**src/rtl/sprite_pkg.sv**
```systemverilog
`default_nettype none
// ============================================================================
// sprite_pkg : shared constants, pipeline-entry type and address helper for
//              the sprite fetch arbiter.                        rev 1.0
// ============================================================================
package sprite_pkg;

  localparam int NUM_REQ      = 4;
  localparam int SPRITE_W     = 20;
  localparam int SPRITE_H     = 30;
  localparam int SPRITE_DEPTH = SPRITE_W * SPRITE_H;
  localparam int PIX_W        = 5;
  localparam int ADDR_W       = 19;
  localparam int COORD_W      = 5;
  localparam int ID_W         = 2;

  typedef struct packed {
    logic            valid;
    logic [ID_W-1:0] id;
    logic            oob;
  } pipe_entry_t;

  // Row-major linear address, widened to ADDR_W before the multiply.
  function automatic logic [ADDR_W-1:0] pix_addr(
    input logic [COORD_W-1:0] x,
    input logic [COORD_W-1:0] y,
    input int                 width
  );
    return ADDR_W'(y) * ADDR_W'(width) + ADDR_W'(x);
  endfunction

endpackage
`default_nettype wire

```
**src/rtl/rr_arbiter.sv**
```systemverilog
`default_nettype none
// ============================================================================
// rr_arbiter : round-robin one-hot grant with last-grant pointer; the search
//              starts one past the most recent winner.          rev 1.0
// ============================================================================
module rr_arbiter #(
  parameter int NUM_REQ = 4,
  parameter int ID_W    = 2
) (
  input  logic               Clk,
  input  logic               Reset,
  input  logic [NUM_REQ-1:0] req,
  output logic [NUM_REQ-1:0] gnt,
  output logic [ID_W-1:0]    gnt_id,
  output logic               gnt_valid
);

  logic [ID_W-1:0]    r_last;
  logic [NUM_REQ-1:0] w_gnt;
  logic [ID_W-1:0]    w_id;
  logic               w_found;
  logic [ID_W-1:0]    w_idx;

  always_ff @(posedge Clk) begin
    if (Reset) begin
      r_last <= ID_W'(NUM_REQ - 1);
    end else if (w_found) begin
      r_last <= w_id;
    end
  end

  always_comb begin
    w_gnt   = '0;
    w_id    = '0;
    w_found = 1'b0;
    w_idx   = '0;
    for (int k = 1; k <= NUM_REQ; k++) begin
      w_idx = ID_W'((int'(r_last) + k) % NUM_REQ);
      if (!w_found && req[w_idx]) begin
        w_found       = 1'b1;
        w_id          = w_idx;
        w_gnt[w_idx]  = 1'b1;
      end
    end
  end

  // Grant is suppressed during reset so nothing is accepted in that cycle.
  assign gnt       = Reset ? '0 : w_gnt;
  assign gnt_id    = w_id;
  assign gnt_valid = w_found & ~Reset;

endmodule
`default_nettype wire

```
**src/rtl/sprite_fetch_arbiter.sv**
```systemverilog
`default_nettype none
// ============================================================================
// sprite_fetch_arbiter : shares one sprite ROM read port among requesters with
//                        a fixed two-cycle request-to-response latency. rev 1.0
// ============================================================================
module sprite_fetch_arbiter
  import sprite_pkg::pipe_entry_t;
  import sprite_pkg::pix_addr;
  import sprite_pkg::PIX_W;
  import sprite_pkg::ADDR_W;
  import sprite_pkg::COORD_W;
  import sprite_pkg::ID_W;
#(
  parameter int NUM_REQ  = sprite_pkg::NUM_REQ,
  parameter int SPRITE_W = sprite_pkg::SPRITE_W,
  parameter int SPRITE_H = sprite_pkg::SPRITE_H
) (
  input  logic                            Clk,
  input  logic                            Reset,
  input  logic [NUM_REQ-1:0]              req,
  input  logic [NUM_REQ-1:0][COORD_W-1:0] req_x,
  input  logic [NUM_REQ-1:0][COORD_W-1:0] req_y,
  output logic [NUM_REQ-1:0]              gnt,
  output logic [ADDR_W-1:0]               rom_addr,
  input  logic [PIX_W-1:0]                rom_data,
  output logic                            rsp_valid,
  output logic [ID_W-1:0]                 rsp_id,
  output logic [PIX_W-1:0]                rsp_data,
  output logic                            rsp_oob
);

  logic [ID_W-1:0]    w_acc_id;
  logic               w_acc;
  logic [COORD_W-1:0] w_x;
  logic [COORD_W-1:0] w_y;
  logic               w_oob;
  logic [ADDR_W-1:0]  w_addr;
  logic               w_live;

  logic [ADDR_W-1:0]  r_addr;
  pipe_entry_t        r_s1;
  pipe_entry_t        r_s2;

  rr_arbiter #(
    .NUM_REQ (NUM_REQ),
    .ID_W    (ID_W)
  ) u_rr (
    .Clk       (Clk),
    .Reset     (Reset),
    .req       (req),
    .gnt       (gnt),
    .gnt_id    (w_acc_id),
    .gnt_valid (w_acc)
  );

  always_comb begin
    w_x    = req_x[w_acc_id];
    w_y    = req_y[w_acc_id];
    w_oob  = (int'(w_x) >= SPRITE_W) || (int'(w_y) >= SPRITE_H);
    w_addr = w_oob ? '0 : pix_addr(w_x, w_y, SPRITE_W);
  end

  // Stage 1 pairs with the address in flight to the ROM, stage 2 with rom_data.
  always_ff @(posedge Clk) begin
    if (Reset) begin
      r_addr <= '0;
      r_s1   <= '0;
      r_s2   <= '0;
    end else begin
      if (w_acc) begin
        r_addr <= w_addr;
      end
      r_s1.valid <= w_acc;
      r_s1.id    <= w_acc_id;
      r_s1.oob   <= w_oob;
      r_s2       <= r_s1;
    end
  end

  // Outputs are gated by Reset so a response due in the reset cycle is dropped.
  always_comb begin
    w_live    = r_s2.valid & ~Reset;
    rom_addr  = Reset ? '0 : r_addr;
    rsp_valid = w_live;
    rsp_id    = w_live ? r_s2.id : '0;
    rsp_oob   = w_live & r_s2.oob;
    rsp_data  = (w_live && !r_s2.oob) ? rom_data : '0;
  end

endmodule
`default_nettype wire
```
**config.mk**
```make
export PLATFORM = sky130hd
export DESIGN_NAME = sprite_fetch_arbiter
export DESIGN_NICKNAME = d
export VERILOG_FILES = /design/src/rtl/sprite_pkg.sv /design/src/rtl/rr_arbiter.sv /design/src/rtl/sprite_fetch_arbiter.sv
export SDC_FILE = /design/constraint.sdc
export NUM_CORES = 1
export LEC_CHECK = 0
export BUFFER_PORTS_ARGS = -buffer_cell sky130_fd_sc_hd__buf_2
export CAP_MARGIN = 15
export CORE_ASPECT_RATIO = 0.75
export CORE_MARGIN = 3
export CORE_UTILIZATION = 52
export DETAILED_ROUTE_END_ITERATION = 10
export PLACE_DENSITY = 0.86
export SYNTH_ARGS = -nofsm -noshare
export SYNTH_HDL_FRONTEND = slang
export SYNTH_HIERARCHICAL = 1
export SYNTH_SLANG_ARGS = --single-unit
```
**constraint.sdc**
```tcl
create_clock -name Clk -period 7.6 [get_ports Clk]
set_input_delay 1.14 -clock Clk [delete_from_list [all_inputs] [get_ports Clk]]
set_output_delay 1.14 -clock Clk [all_outputs]
set_load 0.05 [all_outputs]
```
; Word level (Yosys, flattened, before mapping)
; Index checks and enable logic that the tools add are counted.
[word_totals]
ff_bits = 29
in_bits = 51
output_inout_bits = 32
elab_cells = 82
[classes]
add_sub_neg = 5
multipliers = 1
n_lt_le_gt_ge = 11
mux = 37
n_bitwise = 7
n_reduce_logical = 13
[ops]
columns = cell, n
row1 = 5-bit binary-select mux with 2-bit select, 2
row2 = 4-bit two-way mux, 5
row3 = 19-bit two-way mux, 1
row4 = "2-bit by 3-bit < comparator with 1-bit output, second input constant", 5
row5 = 5-bit two-way mux, 3
row6 = 1-bit two-way mux, 12
row7 = 4-bit bitwise OR, 3
row8 = 10-bit by 5-bit adder with 11-bit output, 1
row9 = 11-bit two-way mux, 1
row10 = "5-bit >= comparator, second input constant", 2
row11 = 2-bit two-way mux, 5
row12 = 1-bit binary-select mux with 2-bit select, 4
row13 = 1-bit demux with 2-bit select, 4
row14 = "2-bit by 1-bit >= comparator with 1-bit output, second input constant", 4
row15 = 1-bit logical AND, 8
row16 = "5-bit by 3-bit multiplier with 8-bit output, second input constant", 1
row17 = "2-bit by 1-bit adder with 2-bit output, second input constant", 2
row18 = "2-bit adder, second input constant", 2
row19 = 1-bit logical NOT, 4
row20 = 1-bit AND, 3
row21 = 1-bit logical OR, 1
row22 = 1-bit NOT, 1

; Depth between registers and ports, before layout
; Gate-level depths: netlist (run 1).
[depth]
ltp_word = 18
ltp_mapped = 18
depth_no_buf = 15

; By module
; Netlist (run 1), hierarchy kept.
[modules_own_cells]
columns = module, n_inst, cells_per_inst, area_each_um2, seq_area_each_um2
row1 = sprite_fetch_arbiter, 1, 142, 1420.1, 380.4
row2 = rr_arbiter, 1, 56, 553.0, 40.0

; Worst setup path before layout (run 1)
; Ideal clock, no wire load.
[synth_path]
path_kind = in2reg
start = input port req[1]
end = register r_addr[9]
t_arrival_ns = 4.937
required_time_ns = 7.472
slack_ns = 2.535
path_stages = 14
cell_sequence = mux4_2 nor2b_4 or3_1 a21boi_0 buf_6 mux4_1 ha_1 ha_1 fa_1 xnor2_1 a211oi_1 a221o_1 a22oi_1 o32ai_1
[synth_between]
elab_chain_cells = 17
word_cells_on_any_way = 33
cone_classes = add/sub: 1 / mul: 1 / order compare: 2 / mux: 21 / bitwise: 1 / reduce/logical: 7
[synth_rtl]
columns = element, line
row1 = from (decl), sprite_fetch_arbiter.sv:20  ; input logic [NUM_REQ-1:0] req,
row2 = 1-bit binary-select mux with 2-bit select, rr_arbiter.sv:39  ; if (!w_found && req[w_idx]) begin
row3 = 1-bit two-way mux (not written as such), rr_arbiter.sv:39
row4 = 1-bit two-way mux, rr_arbiter.sv:39
row5 = 1-bit logical NOT, rr_arbiter.sv:39
row6 = 1-bit logical AND, rr_arbiter.sv:39
row7 = 1-bit two-way mux, rr_arbiter.sv:39
row8 = 1-bit logical NOT, rr_arbiter.sv:39
row9 = 1-bit logical AND, rr_arbiter.sv:39
row10 = [2 not listed], -
row11 = 1-bit logical AND, rr_arbiter.sv:39
row12 = 2-bit two-way mux (*), rr_arbiter.sv:39
row13 = net w_acc_id[0], sprite_fetch_arbiter.sv:32  ; logic [ID_W-1:0] w_acc_id;
row14 = "5-bit binary-select mux with 2-bit select, on equally long branches", "sprite_fetch_arbiter.sv:58, sprite_fetch_arbiter.sv:57"
row15 = "5-bit two-way mux, on equally long branches", "sprite_fetch_arbiter.sv:58, sprite_fetch_arbiter.sv:57"
row16 = 5-bit by 3-bit multiplier with 8-bit output or 5-bit >= comparator (tied branches), "sprite_pkg.sv:29, sprite_fetch_arbiter.sv:59"
row17 = 10-bit by 5-bit adder with 11-bit output or 1-bit logical OR (tied branches), "sprite_pkg.sv:29, sprite_fetch_arbiter.sv:59"
row18 = 11-bit two-way mux (*), sprite_fetch_arbiter.sv:60  ; w_addr = w_oob ? '0 : pix_addr(w_x, w_y, SPRITE_W);
row19 = to (signal assigned), sprite_fetch_arbiter.sv:71  ; r_addr <= w_addr;
row20 = to (decl), sprite_fetch_arbiter.sv:40  ; logic [ADDR_W-1:0] r_addr;
; Mark *: on every way through the listed nets, which the timed path passes. The rest lies on a longest branch. The select of a mux whose other input is x is not followed.
; A chain may end at the register's enable or synchronous reset.

; Worst setup path after layout (run 1)
[layout_path]
start = register u_rr.r_last[0]
end = register r_addr[9]
[layout_between]
elab_chain_cells = 18
word_cells_on_any_way = 37
cone_classes = add/sub: 5 / mul: 1 / order compare: 2 / mux: 21 / bitwise: 1 / reduce/logical: 7
[layout_rtl]
columns = element, line
row1 = from (decl), rr_arbiter.sv:18  ; logic [ID_W-1:0] r_last;
row2 = from (signal assigned), rr_arbiter.sv:26  ; r_last <= ID_W'(NUM_REQ - 1);
row3 = from (signal assigned), rr_arbiter.sv:28  ; r_last <= w_id;
row4 = 2-bit by 1-bit adder with 2-bit output, rr_arbiter.sv:38  ; w_idx = ID_W'((int'(r_last) + k) % NUM_REQ);
row5 = 1-bit binary-select mux with 2-bit select, rr_arbiter.sv:39
row6 = 1-bit two-way mux (not written as such), rr_arbiter.sv:39
row7 = 1-bit two-way mux, rr_arbiter.sv:39
row8 = 1-bit logical NOT, rr_arbiter.sv:39
row9 = 1-bit logical AND, rr_arbiter.sv:39
row10 = 1-bit two-way mux, rr_arbiter.sv:39
row11 = 1-bit logical NOT, rr_arbiter.sv:39
row12 = [3 not listed], -
row13 = 1-bit logical AND, rr_arbiter.sv:39
row14 = 2-bit two-way mux (*), rr_arbiter.sv:39
row15 = net w_acc_id[0], sprite_fetch_arbiter.sv:32
row16 = "5-bit binary-select mux with 2-bit select, on equally long branches", "sprite_fetch_arbiter.sv:58, sprite_fetch_arbiter.sv:57"
row17 = "5-bit two-way mux, on equally long branches", "sprite_fetch_arbiter.sv:58, sprite_fetch_arbiter.sv:57"
row18 = 5-bit by 3-bit multiplier with 8-bit output or 5-bit >= comparator (tied branches), "sprite_pkg.sv:29, sprite_fetch_arbiter.sv:59"
row19 = 10-bit by 5-bit adder with 11-bit output or 1-bit logical OR (tied branches), "sprite_pkg.sv:29, sprite_fetch_arbiter.sv:59"
row20 = 11-bit two-way mux (*), sprite_fetch_arbiter.sv:60
; Marked as above.

==> impl_metrics.yaml, run 1 <==
run_status:
  status: "complete, no violations"
critical_path:
  crit_type: "flop to flop"
  worst_path_max_delay_cell: "dfxtp_1"
  crit_family: "adder cells"
  path_cells: "inv_1 -> ha_1 -> mux4_2 -> nor2b_4 -> or3_1 -> a21boi_1 -> buf_4 -> mux4_1 -> ha_1 -> ha_1 -> fa_1 -> xnor2_1 -> a211oi_1 -> a221o_1 -> a22oi_1 -> o32ai_1"
  path_common_cell: "ha_1"
  cp_data_arrival_time_ns: 5.64
  worstSetupEndpointType: "flop"
  slowest_delay_ns: 0.69
  worstPathRequired_ns: 7.72
  crit_fanout: 14
  startpoint_type: "flop"
  path_buf_inv: 2
floorplan:
  rows: 18
  die_w_um: 77.1
  die_area_um2: 4580
  pin_count: 83
  die_y_um: 59.3
  initial_utilization_pct: 56.9
  core_um2: 3470
clock_tree:
  post-cts-setup-buffers: 0
  hold_buffers: 0
  clk_pin_slew_ns: 0.08
  cts_root_buffer: "clkbuf_8"
  cts.sinks: 21
  clk_latency_ns: 0.26
  cts_tree: "yes"
  clock_path_buffers: 2
  h-tree-depth: 1
  cts-buffers-inserted: 3
  cts_resized: 0
finish:
  seq_area_um2: 420
  nFillCells: 282
  drive_gt1_share_pct: 37.3
  multiInputGateArea_um2: 1400
  finalNetCount: 339
  diodes: 0
  fin_util_pct: 68.4
  areaGrowthSynthToFinish_pct: 20.3
logic_synthesis:
  syn_avg_cell_area_um2: 9.97
  yosysMostFrequentCell: "dfxtp_1"
  synth.area.top_cells: "dfxtp_1, ha_1, mux4_1, mux4_2, nor2b_1"
  netlist_area_um2: 1970
  seq_area_frac_synth_pct: 21.3
  synth_edf_count: 0
  synth_seq_cells: 21
  netlist.area_leader.share_pct: 21.3
  ys_top_cells_by_count: "dfxtp_1, nor2b_1, a21oi_1"
  yosysWarnings: 6
  yosys.area.top_type: "dfxtp_1"
  synth-async-reset-ratio_pct: 0
  ys_types: 42
  syn_inst: 198
  ys_dominant_reg_cell: "dfxtp_1"
sta:
  worst-slew-pin-transition_ns: 0.680
  fin_skew_ns: 0.00494
  final-max-slew-violation-count: 0
  timing.fmax_mhz: 181
  hold_violations: 0
  worst_slack_ns: 2.08
  finalSetupViolCount: 0
  post-route-min-period_ns: 5.52
  rsz0062_at_grt: "no"
  finalCritPeriodShare_pct: 72.6
  setup_tns_ns: 0
  slew_headroom_pct: 54.7
drt:
  drcViolationCount: 0
  wl_um: 4270
  routedWlPerCell_um: 13.4
  drt_iter0_markers: 37
  viasPerCell: 5.21
  antenna_left: 0
  firstDrtPassIters: 4
  vias: 1656
grt:
  use_met2_pct: 31.4
  overflow: 0
  grt_max_degree: 39
  antenna_found_initial: 0
  grtUsageMet1_pct: 25.1
  track_usage_pct: 19.0
  met3_usage_pct: 5.17
  grt_pass1_vias: 1500
  grt_pass1_wl_um: 6980
  grt_busiest_layer: "met2"
placed_design:
  place_congestion: 0.926
  dp.final_hpwl_um: 3460
  preCtsSetupSlack_ns: 2.12
  port-buffer-count: 74
job:
  maxCapViolations: 0
worst_hold_path:
  min_path_type: "flop to flop"
==> metal layers <==
metal | vias up | wire length (µm)
met5 | - | 0
met2 | 84 | 1820
met4 | 0 | 39
li1 | 843 | -
met3 | 4 | 430
met1 | 725 | 1980
==> layout by cell type (no fill, tap or decap), types with 5 or more instances in the layout <==
cell	n
nand2b_1	10
mux4_1	8
dfxtp_1	21
mux4_2	6
a21oi_1	19
and2_1	8
inv_1	13
conb_1	8
a221o_2	5
buf_2	74
nor2b_1	20
ha_1	17
nand3_1	8
==> logic make-up after synthesis <==
| group | synth area share (%) |
|---|---|
| flip-flops | 21.3 |
| AND/OR/NAND/NOR | 18.9 |
| XOR/XNOR | 2.66 |
| AO/OA/AOI/OAI | 17.2 |
| adder cells (fa/ha/maj) | 12.8 |
| buffers and inverters | 8.94 |
| other | 0.190 |
| multiplexers | 18.0 |
==> cell type report <==
cell class | instances | area share (%)
Multi-Input combinational cell | 153 | 59.1
Sequential cell | 21 | 17.7
Timing Repair Buffer | 77 | 16.6
Tap cell | 50 | 2.64
Inverter | 13 | 2.06
Clock buffer | 3 | 1.74
Clock inverter | 1 | 0.211
==> flip-flops by register name, indices dropped and copies added (netlist names) <==
name,flops
u_rr/r_last,2
r_s2,4
r_addr,11
r_s1,4
==> stage by stage <==
step | hold slack [ns] | instances | instance area (µm²)
6_report | 0.432 | 318 | 2370
3_3_place_gp | 0.427 | 313 | 2320
5_1_grt | 0.461 | 318 | 2370
2_1_floorplan | 0.414 | 205 | 2000
4_1_cts | 0.440 | 317 | 2370
3_5_place_dp | 0.425 | 313 | 2320
==> final timing paths <==
kind / startpoint / to / slack [ns] / depth (start not counted)
worst min register to register: r_s1[3]$_SDFF_PP0_ / r_s2[3]$_SDFF_PP0_ / 0.43 / 1
worst min-delay path: r_s1[3]$_SDFF_PP0_ / r_s2[3]$_SDFF_PP0_ / 0.43 / 1
worst max-delay path: u_rr/r_last[0]$_SDFFE_PP1N_ / r_addr[9]$_SDFFE_PP0P_ / 2.08 / 16
worst max register to register: u_rr/r_last[0]$_SDFFE_PP1N_ / r_addr[9]$_SDFFE_PP0P_ / 2.08 / 16
Power of run 1 is left out: the tool's default activity adds up to more than one toggle a clock period on the data nets, which glitch-free logic cannot reach.
==> run 2, diff against run 1 <==
Settings changed: ABC_AREA set to 1, CORE_UTILIZATION 52 to 45, PLACE_DENSITY 0.86 to 0.77.
Clock period 7.6 ns to 5 ns, I/O delays scaled along.
==> run 2 against run 1 <==
  * Cell area rose by 9.0%
  * Cell count is 50% higher
  * Worst setup slack worse by 1.5 ns
  * Critical endpoint is now r_addr[8]$_SDFFE_PP0P_
==> impl_metrics.yaml, run 2 <==
placed_design:
  place_congestion: 0.904
  port-buffer-count: 74
  dp.final_hpwl_um: 4410
finish:
  drive_gt1_share_pct: 28.2
  layout_commonest_cell: "nand2_1"
  largest_register_ffs: 11
  regMostFlops: "r_addr"
  areaGrowthSynthToFinish_pct: 16.5
  top_regs: "r_addr x11, r_s1 x4, r_s2 x4"
  nFillCells: 440
  finalNetCount: 490
  final_cell_mix: "nand2_1, buf_2, inv_1, nor2_1, nand3_1"
  diodes: 0
  seq_area_um2: 420
  multiInputGateArea_um2: 1420
logic_synthesis:
  synth_seq_cells: 21
  netlist_area_um2: 2220
  ys_dominant_reg_cell: "dfxtp_1"
  synth.area.top_cells: "dfxtp_1, nand2_1, inv_1, ha_1, nand3_1"
  yosysWarnings: 6
  synth_edf_count: 0
  synth-async-reset-ratio_pct: 0
  yosys.area.top_type: "dfxtp_1"
  netlist.area_leader.share_pct: 18.9
  seq_area_frac_synth_pct: 18.9
  yosysMostFrequentCell: "nand2_1"
  ys_types: 34
  syn_inst: 351
  ys_top_cells_by_count: "nand2_1, inv_1, nor2_1"
  syn_avg_cell_area_um2: 6.32
worst_hold_path:
  hold_start: "r_s1[2]$_SDFF_PP0_"
  min_path_type: "flop to flop"
  hold_path_end: "r_s2[2]$_SDFF_PP0_"
  holdPathStages: 2
floorplan:
  die_area_um2: 5820
  die_y_um: 66.8
  rows: 21
  initial_utilization_pct: 48.3
  core_um2: 4600
  die_w_um: 87.1
  pin_count: 83
drt:
  routed.top_layer: "met4"
  routed-wl-met3_um: 469
  met2_length_um: 2190
  firstDrtPassIters: 4
  routedWlPerCell_um: 11.1
  antenna_left: 0
  drcViolationCount: 0
  viasPerCell: 4.75
  wl_met1_um: 2600
  vias: 2259
  wl_um: 5300
  drt_iter0_markers: 137
sta:
  fin_skew_ns: 0.00315
  finalCritPeriodShare_pct: 88.6
  timing.fmax_mhz: 226
  finalSetupViolCount: 0
  final-max-slew-violation-count: 0
  setup_tns_ns: 0
  hold_violations: 0
  rsz0062_at_grt: "no"
  post-route-min-period_ns: 4.43
critical_path:
  crit_family: "simple AND/OR/NAND/NOR gates"
  worst_path_max_delay_cell: "dfxtp_1"
  r2r_end: "r_addr[8]$_SDFFE_PP0P_"
  crit_fanout: 12
  worstPathRequired_ns: 5.20
  path_buf_inv: 6
  r2r.worst_path.cells: 25
  cp_data_arrival_time_ns: 4.63
  startpoint_type: "flop"
  rrSetupSlack_ns: 0.57
  crit_type: "flop to flop"
  path_common_cell: "nand2_1"
  worstSetupEndpointType: "flop"
  r2r-start: "u_rr/r_last[1]$_SDFFE_PP1N_"
  slowest_delay_ns: 0.51
run_status:
  status: "complete, no violations"
grt:
  track_usage_pct: 18.5
  grt_max_degree: 23
  grt_pass1_vias: 1960
  overflow: 0
  antenna_found_initial: 0
  grt_pass1_wl_um: 8740
clock_tree:
  clock_path_buffers: 2
  h-tree-depth: 1
  cts.sinks: 21
  cts-buffers-inserted: 3
  cts_resized: 0
  clk_pin_slew_ns: 0.08
  clk_latency_ns: 0.26
  cts_tree: "yes"
  post-cts-setup-buffers: 0
  cts_root_buffer: "clkbuf_8"
  hold_buffers: 0
job:
  maxCapViolations: 0
-- run 2: cell count changes after synthesis, sizes merged, moves of 6 or more --
cell / before / now
buf: 11 / 17
nor2b: 21 / 0
nand2: 3 / 109
nand2b: 10 / 0
o21ai: 3 / 18
inv: 13 / 63
nand3: 8 / 36
nor2: 4 / 40
and2: 8 / 0
mux4: 14 / 0
a221o: 7 / 0
a21oi: 19 / 8
-- run 2: worst min-delay path: cells and delay by family, from the launching register on --
family	cells	cell delay, ns
simple gates	1	0.03
buf+inv	1	0.04
flops	1	0.30
-- run 2: worst max-delay path by stage --
stage                                      startpoint  slack (ns)                     end  depth (start not counted)
after floorplan           u_rr/r_last[1]$_SDFFE_PP1N_        1.18  r_addr[6]$_SDFFE_PP0P_                         26
after global placement    u_rr/r_last[1]$_SDFFE_PP1N_        0.77  r_addr[8]$_SDFFE_PP0P_                         25
after detailed placement  u_rr/r_last[1]$_SDFFE_PP1N_        0.59  r_addr[8]$_SDFFE_PP0P_                         24
after CTS                 u_rr/r_last[1]$_SDFFE_PP1N_        0.57  r_addr[8]$_SDFFE_PP0P_                         25
after global routing      u_rr/r_last[1]$_SDFFE_PP1N_        0.12  r_addr[8]$_SDFFE_PP0P_                         26
final                     u_rr/r_last[1]$_SDFFE_PP1N_        0.57  r_addr[8]$_SDFFE_PP0P_                         25
-- run 2: stage by stage --
| stage | utilization (%) | std cells | area, µm² | worst slack (ns) | hold slack [ns] |
|---|---|---|---|---|---|
| after detailed placement | 55.2 | 472 | 2540 | 0.592 | 0.401 |
| after global placement | 55.2 | 472 | 2540 | 0.774 | 0.390 |
| after CTS | 56.2 | 476 | 2590 | 0.569 | 0.411 |
| final | 56.2 | 476 | 2590 | 0.569 | 0.408 |
| after floorplan | - | 358 | 2250 | 1.18 | 0.388 |
| after global routing | 56.2 | 476 | 2590 | 0.117 | 0.417 |
-- run 2: layout make-up --
| class | instances | share of cell area [%] |
|---|---|---|
| Timing Repair Buffer | 76 | 14.9 |
| Sequential cell | 21 | 16.3 |
| Clock buffer | 3 | 1.60 |
| Clock inverter | 1 | 0.194 |
| Multi-Input combinational cell | 255 | 55.0 |
| Tap cell | 57 | 2.76 |
| Inverter | 63 | 9.34 |
-- run 2: cells by family after synthesis --
group	after synthesis	share of synthesized area [%]
XOR/XNOR	2	0.789
AND/OR/NAND/NOR	191	40.1
flip-flops	21	18.9
adder cells (fa/ha/maj)	19	11.4
AO/OA/AOI/OAI	35	10.4
other	1	0.169
buffers and inverters	82	18.2
-- run 2: routing by layer --
layer | vias to the layer above | GRT usage [%]
met5 | - | 0
li1 | 1200 | -
met3 | 4 | 2.47
met4 | 0 | 2.49
met2 | 107 | 29.5
met1 | 948 | 27.1
Power of run 2 is left out for the same reason.
